<file path="config.mk">
export PLATFORM = sky130hd
export DESIGN_NAME = piece_plotter
export DESIGN_NICKNAME = d
export VERILOG_FILES = /design/src/rtl/piece_plotter.sv
export SDC_FILE = /design/constraint.sdc
export NUM_CORES = 1
export LEC_CHECK = 0
export CAP_MARGIN = 20
export CELL_PAD_IN_SITES_DETAIL_PLACEMENT = 1
export CELL_PAD_IN_SITES_GLOBAL_PLACEMENT = 2
export CORE_ASPECT_RATIO = 1.5
export CORE_MARGIN = 5
export CORE_UTILIZATION = 34
export DETAILED_ROUTE_END_ITERATION = 16
export PLACE_DENSITY = 0.8
export SYNTH_ARGS = -nofsm -noshare
export SYNTH_HDL_FRONTEND = slang
export SYNTH_SLANG_ARGS = --single-unit
</file>
<file path="constraint.sdc">
create_clock -name clk -period 5.3 [get_ports clk]
set_input_delay 0.795 -clock clk [delete_from_list [all_inputs] [get_ports clk]]
set_output_delay 0.795 -clock clk [all_outputs]
set_load 0.05 [all_outputs]
</file>
<file path="src/rtl/piece_plotter.sv">
// piece_plotter: rasterises one board cell into per-pixel VGA adapter writes.
//
// A request (req_x/req_y in 0..7 plus a 2-bit cell state) is accepted in IDLE.
// The CELL_SIZE x CELL_SIZE square is then emitted one pixel per cycle in
// raster order (dx fastest), followed by a single-cycle done pulse.
//
// Ports:
//   clk, resetn            clock, synchronous active-low reset
//   req_valid/req_ready    request handshake
//   req_x, req_y           board column / row (0..7)
//   req_state              00 empty, 01 hint, 10 white, 11 black
//   vga_x, vga_y           pixel coordinate (registered)
//   vga_colour, vga_plot   pixel colour and write strobe (registered)
//   busy, done             square in progress / one-cycle completion pulse
//
// Optional feature: define PIECE_BORDER_EN to draw the outer ring of each
// square in the grid colour (blue) instead of the mapped cell colour.
module piece_plotter #(
    parameter int unsigned CELL_SIZE = 4,
    parameter int unsigned X_ORIGIN  = 0,
    parameter int unsigned Y_ORIGIN  = 0
) (
    input  logic       clk,
    input  logic       resetn,
    input  logic       req_valid,
    output logic       req_ready,
    input  logic [2:0] req_x,
    input  logic [2:0] req_y,
    input  logic [1:0] req_state,
    output logic [7:0] vga_x,
    output logic [6:0] vga_y,
    output logic [2:0] vga_colour,
    output logic       vga_plot,
    output logic       busy,
    output logic       done
);

    localparam logic [3:0] LAST       = 4'(CELL_SIZE - 1);
    localparam logic [2:0] COL_GREEN  = 3'b010;
    localparam logic [2:0] COL_YELLOW = 3'b110;
    localparam logic [2:0] COL_WHITE  = 3'b111;
    localparam logic [2:0] COL_BLACK  = 3'b000;
`ifdef PIECE_BORDER_EN
    localparam logic [2:0] COL_GRID   = 3'b001;
`endif

    typedef enum logic [1:0] {
        S_IDLE = 2'd0,
        S_DRAW = 2'd1,
        S_DONE = 2'd2
    } state_t;

    state_t     state_q, state_d;
    logic [3:0] dx_q, dx_d, dy_q, dy_d;
    logic [7:0] base_x_q, base_x_d;
    logic [6:0] base_y_q, base_y_d;
    logic [2:0] colour_q, colour_d;
    logic [7:0] vga_x_q, vga_x_d;
    logic [6:0] vga_y_q, vga_y_d;
    logic [2:0] vga_colour_q, vga_colour_d;
    logic       vga_plot_q, vga_plot_d;
    logic       busy_q, busy_d;
    logic       done_q, done_d;
    logic       req_ready_q, req_ready_d;
    logic       last_px_c;
    logic [2:0] mapped_c;

    assign last_px_c = (dx_q == LAST) && (dy_q == LAST);

    // Cell state to colour map
    always_comb begin
        mapped_c = COL_GREEN;
        case (req_state)
            2'b00:   mapped_c = COL_GREEN;
            2'b01:   mapped_c = COL_YELLOW;
            2'b10:   mapped_c = COL_WHITE;
            default: mapped_c = COL_BLACK;
        endcase
    end

    // State register
    always_ff @(posedge clk) begin
        if (!resetn) begin
            state_q <= S_IDLE;
        end else begin
            state_q <= state_d;
        end
    end

    // Next-state logic
    always_comb begin
        state_d = state_q;
        case (state_q)
            S_IDLE:  if (req_valid) state_d = S_DRAW;
            S_DRAW:  if (last_px_c) state_d = S_DONE;
            S_DONE:  state_d = S_IDLE;
            default: state_d = S_IDLE;
        endcase
    end

    // Datapath and output next values; outputs are decoded from state_d so
    // they line up with the state they describe once registered.
    always_comb begin
        dx_d         = dx_q;
        dy_d         = dy_q;
        base_x_d     = base_x_q;
        base_y_d     = base_y_q;
        colour_d     = colour_q;
        vga_x_d      = vga_x_q;
        vga_y_d      = vga_y_q;
        vga_colour_d = vga_colour_q;

        case (state_q)
            S_IDLE: begin
                if (req_valid) begin
                    base_x_d = 8'(X_ORIGIN) + 8'(req_x) * 8'(CELL_SIZE);
                    base_y_d = 7'(Y_ORIGIN) + 7'(req_y) * 7'(CELL_SIZE);
                    colour_d = mapped_c;
                    dx_d     = 4'd0;
                    dy_d     = 4'd0;
                end
            end
            S_DRAW: begin
                if (!last_px_c) begin
                    if (dx_q == LAST) begin
                        dx_d = 4'd0;
                        dy_d = dy_q + 4'd1;
                    end else begin
                        dx_d = dx_q + 4'd1;
                    end
                end
            end
            default: ;
        endcase

        // Present the pixel addressed by the upcoming counter values
        if (state_d == S_DRAW) begin
            vga_x_d = base_x_d + 8'(dx_d);
            vga_y_d = base_y_d + 7'(dy_d);
`ifdef PIECE_BORDER_EN
            if ((dx_d == 4'd0) || (dy_d == 4'd0) || (dx_d == LAST) || (dy_d == LAST))
                vga_colour_d = COL_GRID;
            else
                vga_colour_d = colour_d;
`else
            vga_colour_d = colour_d;
`endif
        end

        vga_plot_d  = (state_d == S_DRAW);
        done_d      = (state_d == S_DONE);
        busy_d      = (state_d != S_IDLE);
        req_ready_d = (state_d == S_IDLE);
    end

    // Datapath and output registers
    always_ff @(posedge clk) begin
        if (!resetn) begin
            dx_q         <= 4'd0;
            dy_q         <= 4'd0;
            base_x_q     <= 8'd0;
            base_y_q     <= 7'd0;
            colour_q     <= COL_GREEN;
            vga_x_q      <= 8'd0;
            vga_y_q      <= 7'd0;
            vga_colour_q <= COL_GREEN;
            vga_plot_q   <= 1'b0;
            busy_q       <= 1'b0;
            done_q       <= 1'b0;
            req_ready_q  <= 1'b1;
        end else begin
            dx_q         <= dx_d;
            dy_q         <= dy_d;
            base_x_q     <= base_x_d;
            base_y_q     <= base_y_d;
            colour_q     <= colour_d;
            vga_x_q      <= vga_x_d;
            vga_y_q      <= vga_y_d;
            vga_colour_q <= vga_colour_d;
            vga_plot_q   <= vga_plot_d;
            busy_q       <= busy_d;
            done_q       <= done_d;
            req_ready_q  <= req_ready_d;
        end
    end

    assign vga_x      = vga_x_q;
    assign vga_y      = vga_y_q;
    assign vga_colour = vga_colour_q;
    assign vga_plot   = vga_plot_q;
    assign busy       = busy_q;
    assign done       = done_q;
    assign req_ready  = req_ready_q;

endmodule
</file>
==> summary.txt <==
Setup path
  – Critical Path Stages: 12
  – Slowest cell on the critical path: or3b_1
  – Worst reg2reg endpoint: vga_x[6]$_SDFFE_PN0P_
  – Setup crit start: req_valid
  – Critical Path End Type: register
  – Worst setup SP type: primary input
  – Worst-path cell chain: clkdlybuf4s50_1 > or3b_1 > nand2_1 > nor2_1 > a21oi_1 > inv_1 > ha_1 > a211o_1 > a21oi_1 > nor4b_2 > xor2_1 > a21oi_1
  – Most common cell on crit path: a21oi_1
  – Critical path buffers and inverters: 2
  – Worst Reg-to-Reg Cells: 14
  – CP Data Required Time: between 5000 and 6000 ps
  – CP Data Arrival Time: ~3900 ps
  – Critical path endpoint: vga_x[7]$_SDFFE_PN0P_
  – Crit Path Max Fanout: 26
  – Kind of critical path: in -> reg
  – Crit-path max cell delay: between 700 and 800 ps
  – R2R setup slack: around 1900 ps
  – Critical path's top delay family: simple AND/OR/NAND/NOR gates
  – Worst reg2reg startpoint: dy_q[0]$_SDFF_PN0_

Synth
  – Mapped Cells: roughly 260
  – Seq/Total Area, Yosys: between 40% and 50%
  – Netlist cell types: 41
  – Register bit total from synthesis: 50
  – Area contributors post-synth: dfxtp_1 44%, nand2_1 6.9%, ha_1 6.5%, a21oi_1 5.0%, nor2_1 3.9%
  – Post-synth EDFFs: 0
  – Avg Inst Size Synth: 8.725 µm²
  – Post-Synthesis Cell Area: between 2000 and 2500 µm²
  – Main synth FF type: dfxtp_1
  – Yosys top cell by area: dfxtp_1
  – Post-synth top area share: between 40% and 50%
  – Ys Warns: 0
  – Post-Syn Nets: about 290
  – Asr flop ratio synth: 0%

Clock network
  – PostCTS Resize Cnt: 0
  – Clk buf depth: 2
  – Num CTS Buffers: 5
  – CTS tree: built
  – Post-CTS Setup Inserts: 0
  – Worst skew pair latency: roughly 300 ps
  – Root buf cell: clkbuf_8
  – # clock sinks: 50
  – Max H-tree Level: 2
  – Reg clk slew, reported paths: roughly 90 ps
  – # hold bufs at CTS: 0

Finish
  – Diode count: 0
  – Final layout net count: 315
  – Area delta synth->final: 19.85%
  – Layout cells sized above 1: roughly 5%

Floorplanning
  – DIE WIDTH: 77.08 µm
  – Die area: 8526 µm²
  – Starting density of the core: 35.13%
  – # IOs: 33
  – Die H: between 100 and 150 µm
  – Row cnt: 36
  – Total core area: ~6500 µm²

GRT
  – Largest net degree at the start of global routing: 27
  – First-pass GRT wire length: 9273 µm
  – Met1 GRT Util: 16.31%
  – Total gr overflow: 0
  – Initial antenna violation count: 0
  – Most Used Layer, Global Route: met2
  – Met3 usage: ~2.8%
  – Number of global-route vias before repair: 1975
  – GRT Util Overall: around an eighth
  – M2 GR Usage: roughly 22%

STA
  – Final Hold Fails: 0
  – Tcrit/Tclk final: 69.95%
  – Setup TNS: 0 ps
  – Max-Slew Margin vs Limit: around 39%
  – RSZ-0062 raised after global routing: false
  – Worst Tran Pin Value: roughly 900 ps
  – Max frequency: ~270 MHz
  – Clock skew: approximately 9.0 ps
  – Setup violators final: 0
  – Min cycle time layout: roughly 3700 ps
  – Max-slew violations: 0

Routing
  – DR WL/cell: approximately 15 µm
  – Total Wirelength: 5376 µm
  – Vias: approximately 1800
  – DR vias/cell: between 5 and 6
  – Drt drc: 0
  – Antenna-violating nets left: 0
  – 1st-iter DRT viols: between 80 and 90
  – Drt first pass iters: 4

Status
  – Outcome: finished, final reports clean

Power
  – PnR Total Power: 0.0007751 W
  – Lkg Pwr: roughly 1.2 nW
  – VDD IR max: 139.6 µV
  – Pwr per Cell Area: 281.9 nW/µm²

Flow run
  – Number of max-cap violations: 0

Place
  – Detailed Place HPWL: around 3800 µm
  – I/O Buffers: 32
  – RD Place Congestion: 0.7613

Hold path
  – Hold Crit Class: reg -> reg
synthesized netlist by cell type, drive strengths merged, types with 3 or more instances:
master,instances
a211oi,6
a21o,3
a21oi,24
and2,9
and3,10
buf,5
clkbuf,8
dfxtp,50
ha,12
inv,16
mux2i,4
nand2,42
nor2,24
nor2b,3
nor3b,4
o21ai,10
xnor2,5
xor2,4
cells in the final DEF (no fill, tap or decap), drive strengths merged, types with 2 or more instances in the layout:
cell           count
a211o              2
a211oi             6
a21o               3
a21oi             24
a22o               2
and2               9
and3              10
clkbuf             6
clkdlybuf4s50     32
dfxtp             50
fa                 2
ha                12
inv               16
mux2i              4
nand2             42
nand2b             2
nand3              2
nor2              24
nor2b              3
nor3b              4
o21ai             10
o31ai              2
xnor2              5
xor2               4
per-layer routing:
layer  vias to the layer above  part of all wire [%]
met5                         -                     0
met4                         0                   1.9
met3                         8                   3.3
met2                        26                    49
met1                       880                    46
li1                        932                     -
flip-flops by register name (all words and copies together) (netlist names):
register,cells
base_x_q,8
req_ready,1
colour_q,3
done,1
state_q,2
dx_q,4
vga_colour,3
base_y_q,7
vga_y,7
dy_q,4
busy,1
vga_x,8
vga_plot,1
tightest hold or removal path, cell delays in order (launching register included):
cell and delay, ps:
dfxtp_1 320, nand2_1 50, a21oi_1 50
worst min-delay path by stage:
| stage | from | depth (start not counted) | slack [ps] | to |
|---|---|---|---|---|
| 2_1_floorplan | colour_q[1]$_SDFF_PN1_ | 2 | 420 | colour_q[1]$_SDFF_PN1_ |
| 3_3_place_gp | colour_q[1]$_SDFF_PN1_ | 2 | 440 | colour_q[1]$_SDFF_PN1_ |
| 3_5_place_dp | colour_q[1]$_SDFF_PN1_ | 2 | 450 | colour_q[1]$_SDFF_PN1_ |
| 4_1_cts | vga_x[0]$_SDFFE_PN0P_ | 2 | 470 | vga_x[0]$_SDFFE_PN0P_ |
| 5_1_grt | vga_x[3]$_SDFFE_PN0P_ | 2 | 490 | vga_x[3]$_SDFFE_PN0P_ |
| 6_report | vga_x[0]$_SDFFE_PN0P_ | 2 | 460 | vga_x[0]$_SDFFE_PN0P_ |
cell families (layout without fill, tap and decap cells):
logic type,Yosys count,count (layout),share of synthesized area (%)
mux,4,4,1.745
buf+inv,29,57,5.344
compound gates,54,54,14.67
xor+xnor,9,9,3.435
simple gates,103,103,22.90
fa+ha+maj,14,14,8.288
flops,50,50,43.62
area by class of cell:
| class | instances | area, µm² |
|---|---|---|
| clock buffer | 6 | 82.58 |
| fill | 753 | 3781 |
| tap | 76 | 95.09 |
| multi-input combinational | 184 | 1171 |
| inverter | 16 | 60.06 |
| clock inverter | 2 | 12.51 |
| timing repair buffer | 33 | 327.8 |
| sequential | 50 | 1001 |
through the flow:
stage | setup slack (ps) | util, % | cells | hold WS [ps] | instance area, µm²
floorplan | 2219 | - | 263 | 421.9 | 2295
global placement | 1268 | 40.65 | 359 | 437.3 | 2655
detailed placement | 1245 | 40.65 | 359 | 450.7 | 2655
CTS | 1543 | 42.11 | 367 | 468.2 | 2750
global route | 1363 | 42.11 | 367 | 487.4 | 2750
finish | 1593 | 42.11 | 367 | 459.6 | 2750
power by group:
| part | leakage (nW) | switching, W | internal, W | total (W) |
|---|---|---|---|---|
| Clock | 0.0472 | 0.000128 | 0.000105 | 0.000234 |
| Sequential | 0.408 | 0.00000791 | 0.000392 | 0.000400 |
| Combinational | 0.746 | 0.0000937 | 0.0000476 | 0.000141 |
Power figures use the tool's default switching activity.
